===== config.mk =====
export PLATFORM = sky130hd
export DESIGN_NAME = alu_req_scheduler
export DESIGN_NICKNAME = d
export VERILOG_FILES = /design/src/rtl/alu_req_scheduler_pkg.sv /design/src/rtl/alu_req_scheduler_rr_arb2.sv /design/src/rtl/alu_req_scheduler.sv
export SDC_FILE = /design/constraint.sdc
export NUM_CORES = 1
export LEC_CHECK = 0
export BUFFER_PORTS_ARGS = -buffer_cell sky130_fd_sc_hd__buf_4
export CAP_MARGIN = 30
export CELL_PAD_IN_SITES_DETAIL_PLACEMENT = 1
export CELL_PAD_IN_SITES_GLOBAL_PLACEMENT = 1
export CORE_ASPECT_RATIO = 2
export CORE_UTILIZATION = 34
export DETAILED_ROUTE_END_ITERATION = 8
export HOLD_SLACK_MARGIN = 0.05
export PLACE_DENSITY = 0.92
export SLEW_MARGIN = 20
export SYNTH_ARGS = -nofsm -noshare
export SYNTH_HDL_FRONTEND = slang
export SYNTH_SLANG_ARGS = --single-unit
export TNS_END_PERCENT = 100

===== constraint.sdc =====
create_clock -name clk -period 3.45 [get_ports clk]
set_input_delay 0.69 -clock clk [delete_from_list [all_inputs] [get_ports clk]]
set_output_delay 0.69 -clock clk [all_outputs]
set_load 0.05 [all_outputs]

===== src/rtl/alu_req_scheduler_pkg.sv =====
// Shared types and defaults for the two-requester ALU scheduler.
package alu_sched_pkg;

    // Requester index width (two requesters).
    localparam int REQ_ID_W  = 1;

    // Default datapath geometry.
    localparam int DEF_WIDTH = 8;
    localparam int DEF_OP_W  = 2;

    // Scheduler control states.
    typedef enum logic [1:0] {
        ST_IDLE = 2'd0,
        ST_EXEC = 2'd1,
        ST_RESP = 2'd2
    } sched_state_e;

endpackage


===== src/rtl/alu_req_scheduler_rr_arb2.sv =====
// Two-input round-robin arbiter. On a tie the requester that did not win
// the previous accepted grant wins. The history only moves when the
// consumer strobes update, so a grant that is offered but not taken
// does not disturb fairness.
module rr_arb2
    import alu_sched_pkg::*;
(
    input  logic                clk,
    input  logic                rst,
    input  logic                valid0,
    input  logic                valid1,
    input  logic                update,
    output logic [1:0]          grant,
    output logic [REQ_ID_W-1:0] grant_idx
);

    logic [REQ_ID_W-1:0] last_grant_r;

    // Pick the winner from the two valids and the previous grant.
    always_comb begin
        grant     = 2'b00;
        grant_idx = 1'b0;
        if (valid0 && valid1) begin
            if (last_grant_r == 1'b1) begin
                grant     = 2'b01;
                grant_idx = 1'b0;
            end else begin
                grant     = 2'b10;
                grant_idx = 1'b1;
            end
        end else if (valid0) begin
            grant     = 2'b01;
            grant_idx = 1'b0;
        end else if (valid1) begin
            grant     = 2'b10;
            grant_idx = 1'b1;
        end else begin
            grant     = 2'b00;
            grant_idx = 1'b0;
        end
    end

    // Remember the last accepted grant; reset favours requester 0 on the first tie.
    always_ff @(posedge clk) begin
        if (rst) begin
            last_grant_r <= 1'b1;
        end else if (update) begin
            last_grant_r <= grant_idx;
        end else begin
            last_grant_r <= last_grant_r;
        end
    end

endmodule


===== src/rtl/alu_req_scheduler.sv =====
// Shares one ALU between two requesters: round-robin accept, drive the
// captured operands for ALU_LAT cycles, sample the result and return it
// on a valid/ready channel tagged with the requester index.
module alu_req_scheduler
    import alu_sched_pkg::*;
#(
    parameter int WIDTH   = DEF_WIDTH,
    parameter int OP_W    = DEF_OP_W,
    parameter int ALU_LAT = 1
) (
    input  logic                clk,
    input  logic                rst,
    input  logic                req0_valid,
    output logic                req0_ready,
    input  logic [WIDTH-1:0]    req0_a,
    input  logic [WIDTH-1:0]    req0_b,
    input  logic [OP_W-1:0]     req0_op,
    input  logic                req1_valid,
    output logic                req1_ready,
    input  logic [WIDTH-1:0]    req1_a,
    input  logic [WIDTH-1:0]    req1_b,
    input  logic [OP_W-1:0]     req1_op,
    output logic                rsp_valid,
    input  logic                rsp_ready,
    output logic [REQ_ID_W-1:0] rsp_id,
    output logic [WIDTH-1:0]    rsp_result,
    output logic [WIDTH-1:0]    alu_a,
    output logic [WIDTH-1:0]    alu_b,
    output logic [OP_W-1:0]     alu_pb,
    input  logic [WIDTH-1:0]    alu_led,
    output logic                busy,
    output logic [7:0]          ops_done
);

    localparam int             CNT_W    = $clog2(ALU_LAT + 1);
    localparam logic [CNT_W-1:0] CNT_LAST = CNT_W'(ALU_LAT);
    localparam logic [CNT_W-1:0] CNT_ONE  = CNT_W'(1);

    sched_state_e        state_r;
    sched_state_e        state_nxt;
    logic [CNT_W-1:0]    cnt_r;
    logic [1:0]          grant;
    logic [REQ_ID_W-1:0] grant_idx;
    logic                accept;
    logic                exec_last;
    logic                rsp_fire;

    // Handshake and phase strobes derived from the current state.
    always_comb begin
        accept    = (state_r == ST_IDLE) && (req0_valid || req1_valid);
        exec_last = (state_r == ST_EXEC) && (cnt_r == CNT_LAST);
        rsp_fire  = (state_r == ST_RESP) && rsp_ready;
    end

    rr_arb2 u_arb (
        .clk       (clk),
        .rst       (rst),
        .valid0    (req0_valid),
        .valid1    (req1_valid),
        .update    (accept),
        .grant     (grant),
        .grant_idx (grant_idx)
    );

    // FSM state register.
    always_ff @(posedge clk) begin
        if (rst) begin
            state_r <= ST_IDLE;
        end else begin
            state_r <= state_nxt;
        end
    end

    // FSM next-state logic; RESP always falls back to IDLE so a new
    // acceptance can never coincide with the response handshake.
    always_comb begin
        state_nxt = state_r;
        case (state_r)
            ST_IDLE: begin
                if (accept) begin
                    state_nxt = ST_EXEC;
                end else begin
                    state_nxt = ST_IDLE;
                end
            end
            ST_EXEC: begin
                if (exec_last) begin
                    state_nxt = ST_RESP;
                end else begin
                    state_nxt = ST_EXEC;
                end
            end
            ST_RESP: begin
                if (rsp_fire) begin
                    state_nxt = ST_IDLE;
                end else begin
                    state_nxt = ST_RESP;
                end
            end
            default: begin
                state_nxt = ST_IDLE;
            end
        endcase
    end

    // FSM outputs: ready only in IDLE for the granted side, never payload-dependent.
    always_comb begin
        req0_ready = (state_r == ST_IDLE) && grant[0];
        req1_ready = (state_r == ST_IDLE) && grant[1];
        rsp_valid  = (state_r == ST_RESP);
        busy       = (state_r != ST_IDLE);
    end

    // EXEC cycle counter: holds 1 in the first EXEC cycle, ALU_LAT in the last.
    always_ff @(posedge clk) begin
        if (rst) begin
            cnt_r <= '0;
        end else if (accept) begin
            cnt_r <= CNT_ONE;
        end else if ((state_r == ST_EXEC) && !exec_last) begin
            cnt_r <= cnt_r + CNT_ONE;
        end else begin
            cnt_r <= cnt_r;
        end
    end

    // Capture the granted payload into the ALU drive registers and tag the response.
    always_ff @(posedge clk) begin
        if (rst) begin
            alu_a  <= '0;
            alu_b  <= '0;
            alu_pb <= '0;
            rsp_id <= '0;
        end else if (accept) begin
            if (grant_idx == 1'b1) begin
                alu_a  <= req1_a;
                alu_b  <= req1_b;
                alu_pb <= req1_op;
            end else begin
                alu_a  <= req0_a;
                alu_b  <= req0_b;
                alu_pb <= req0_op;
            end
            rsp_id <= grant_idx;
        end else begin
            alu_a  <= alu_a;
            alu_b  <= alu_b;
            alu_pb <= alu_pb;
            rsp_id <= rsp_id;
        end
    end

    // Sample the ALU result on the last settle cycle; held through any stall.
    always_ff @(posedge clk) begin
        if (rst) begin
            rsp_result <= '0;
        end else if (exec_last) begin
            rsp_result <= alu_led;
        end else begin
            rsp_result <= rsp_result;
        end
    end

    // Count completed response handshakes, wrapping at 256.
    always_ff @(posedge clk) begin
        if (rst) begin
            ops_done <= 8'd0;
        end else if (rsp_fire) begin
            ops_done <= ops_done + 8'd1;
        end else begin
            ops_done <= ops_done;
        end
    end

endmodule


==> reports/results.txt <==
Cts bufs inserted: 5
Fin Setup TNS: 0 ns
Synth top area cells: dfxtp_1 (46%), mux2i_1 (16%), a21oi_1 (8.3%), a211oi_1 (8.0%), nor2_1 (2.9%)
Die Width: 51.9 µm
Routed wire length: 4870 µm
Synth Warn #: 0
First-pass GRT wire length: 7360 µm
Yosys top cell area share: 0.462
Design Power: 0.00128 W
Clock-pin slew on the worst setup and hold paths: 0.08 ns
Port bufs: 87
Actual slew at the worst max-slew pin: 0.738 ns
Peak Freq: 425 MHz
Hold_buf cts: 0
Vias: 1654
Crit Path Max Fanout: 19
Clk_skew: 0.00591 ns
PnR worst setup slack: 1.09 ns
WP data arrival: 1.67 ns
Crit path capture type: output port
Run status: finished, final reports clean
WP buf/inv: 4
DRC Markers: 0
Static leakage: 1.19 nW
Top delay family on crit path: buffers and inverters
IO Pins: 88
TritonCTS clock tree: done
Initial antenna violation count: 0
Vias in the first global route: 1595
Pre-antenna DRT Iters: 4
Post-CTS setup buffer count: 0
Largest net degree at the start of global routing: 40
Post-Synthesis Cells: 175
Fraction of registers with async set/reset: 0
Yosys top cell by area: dfxtp_1
Sw Ratio: 0.327
Cell with the most instances on the worst path: buf_4
Avg Cell Area, Syn: 9.67 µm²
Most common cell after layout, fill and taps aside: buf_4
Post-DRT Antenna Nets: 0
Clock root buffer: clkbuf_8
PD cells: 513 nW/µm²
Core area: 4820 µm²
Crit-path slowest cell: buf_4
Sequential share of power: 0.402
Largest stage delay, worst path: 0.33 ns
Vias/cell: 5.22
WL/cell: 15.4 µm
Final Slew Violations: 0
Final hold violation count: 0
Clock Sink Count: 39
Die Ht: 102 µm
Final setup fails: 0
Worst hold path class: flip-flop to flip-flop
Post-DP HPWL: 3600 µm
Initial core utilization: 0.351
Int Pwr: 0.000859 W
GRT Util Overall: 0.189
Number of synthesized flops with an enable pin: 0
Row count: 36
Startpoint types: input port
Met1 Wirelength: 1690 µm
Placer congestion estimate: 0.701
Most frequent cells in the layout: buf_4 (89), dfxtp_1 (39), a21oi_1 (28)
Skew-Pair Late Insertion Delay: 0.28 ns
Post-Syn Area: 1690 µm²
Total die area: 5280 µm²
Clk pwr share: 0.304
WP data required: 2.76 ns
Dpl ws: 1.09 ns
NetSw: 0.000418 W
Non-Filler Instances: 317
Syn_nets: 225
Antenna Cells: 0
Routed wl met3: 145 µm
H-tree depth: 2
Min Tclk post-route: 2.36 ns
Max-Cap Viols: 0
Total grt overflow: 0
Combinational share of power: 0.294
WS Path Type: input port to output port
Inst Count DP: 309
Synth unique cells: 29
Hold Slack: 0.495 ns
Tcrit/Tclk final: 0.683
Slew headroom: 0.507
Fraction of layout instances using a drive strength above 1: 0.392
#FFs+latches synth: 39
1st-iter DRT viols: 10
WL met2: 2980 µm
Post-CTS Resized: 0
Main flop type after synthesis: dfxtp_1
Area growth syn-to-layout: 47.3%
Seq/Total Area, Yosys: 0.462
Post-layout net count: 309
Crit-path cells: buf_4, a21boi_2, buf_4, nand2_1, inv_1, buf_4
RSZ-0062 raised after global routing: no
Max clock buf depth: 2
Peak supply drop: 0.385 mV
Highest routing layer actually used: met4
[worst reg2reg max path, delay by kind of cell (launching register included)]
| family | cells | cell delay (ns) |
|---|---|---|
| AO/OA/AOI/OAI | 1 | 0.18 |
| buffers and inverters | 2 | 0.35 |
| flip-flops | 1 | 0.39 |
| AND/OR/NAND/NOR | 2 | 0.72 |
[layout make-up]
type | instances | area, µm²
multi-input combinational | 121 | 842
fill | 567 | 2330
clock inverter | 2 | 35.0
tap | 57 | 71.3
inverter | 3 | 11.3
sequential | 39 | 781
timing repair buffer | 89 | 668
clock buffer | 6 | 82.6
[kinds of logic after synthesis]
family	share of synthesized area
muxes	0.160
AOI/OAI and AO/OA	0.194
xor gates and xnor gates	0.0104
and+or+nand+nor	0.124
adders and majority gates	0.00740
DFF	0.462
buffers and inverters	0.0429
[layer usage]
layer | global-route usage | up-vias
met5 | 0 | -
met4 | 0.0624 | 0
met3 | 0.0315 | 5
met2 | 0.386 | 45
met1 | 0.173 | 794
li1 | - | 810
[per-stage QoR]
stage | area (µm²) | util
6_report | 2490 | 0.517
5_1_grt | 2490 | 0.517
4_1_cts | 2490 | 0.517
3_5_place_dp | 2370 | 0.492
3_3_place_gp | 2370 | 0.492
2_1_floorplan | 1690 | -
[final timing paths]
check	cells past startpoint	slack, ns	from	endpoint
setup / recovery	6	1.09	req0_valid	req1_ready
hold / removal	2	0.49	rsp_id	rsp_id
setup reg to reg	5	1.64	state_r[1]	alu_a[0]
hold reg to reg	2	0.49	rsp_id	rsp_id
[sequential cells by signal, summed over array words and instances, names as in the netlist]
name / cells
alu_b: 8
rsp_id: 1
state_r: 2
cnt_r: 1
u_arb.last_grant_r: 1
rsp_result: 8
alu_pb: 2
alu_a: 8
ops_done: 8
[Yosys cell counts, drive strengths merged (3+ instances only)]
cell / n
nand3b: 3
clkbuf: 5
buf: 7
or3: 3
o21ai: 4
mux2i: 27
nand2: 6
a21oi: 28
a211oi: 18
dfxtp: 39
nor2: 15
inv: 3
[power by group through the flow]
stage | Clock [W] | Sequential [W] | Combinational, W
after floorplan | 0 | 0.000636 | 0.000132
after global placement | 0 | 0.000521 | 0.000371
after detailed placement | 0 | 0.000523 | 0.000379
after CTS | 0.000401 | 0.000513 | 0.000379
after global routing | 0.000419 | 0.000517 | 0.000398
final | 0.000388 | 0.000513 | 0.000376
No activity file was read; power rests on OpenSTA's default activity.
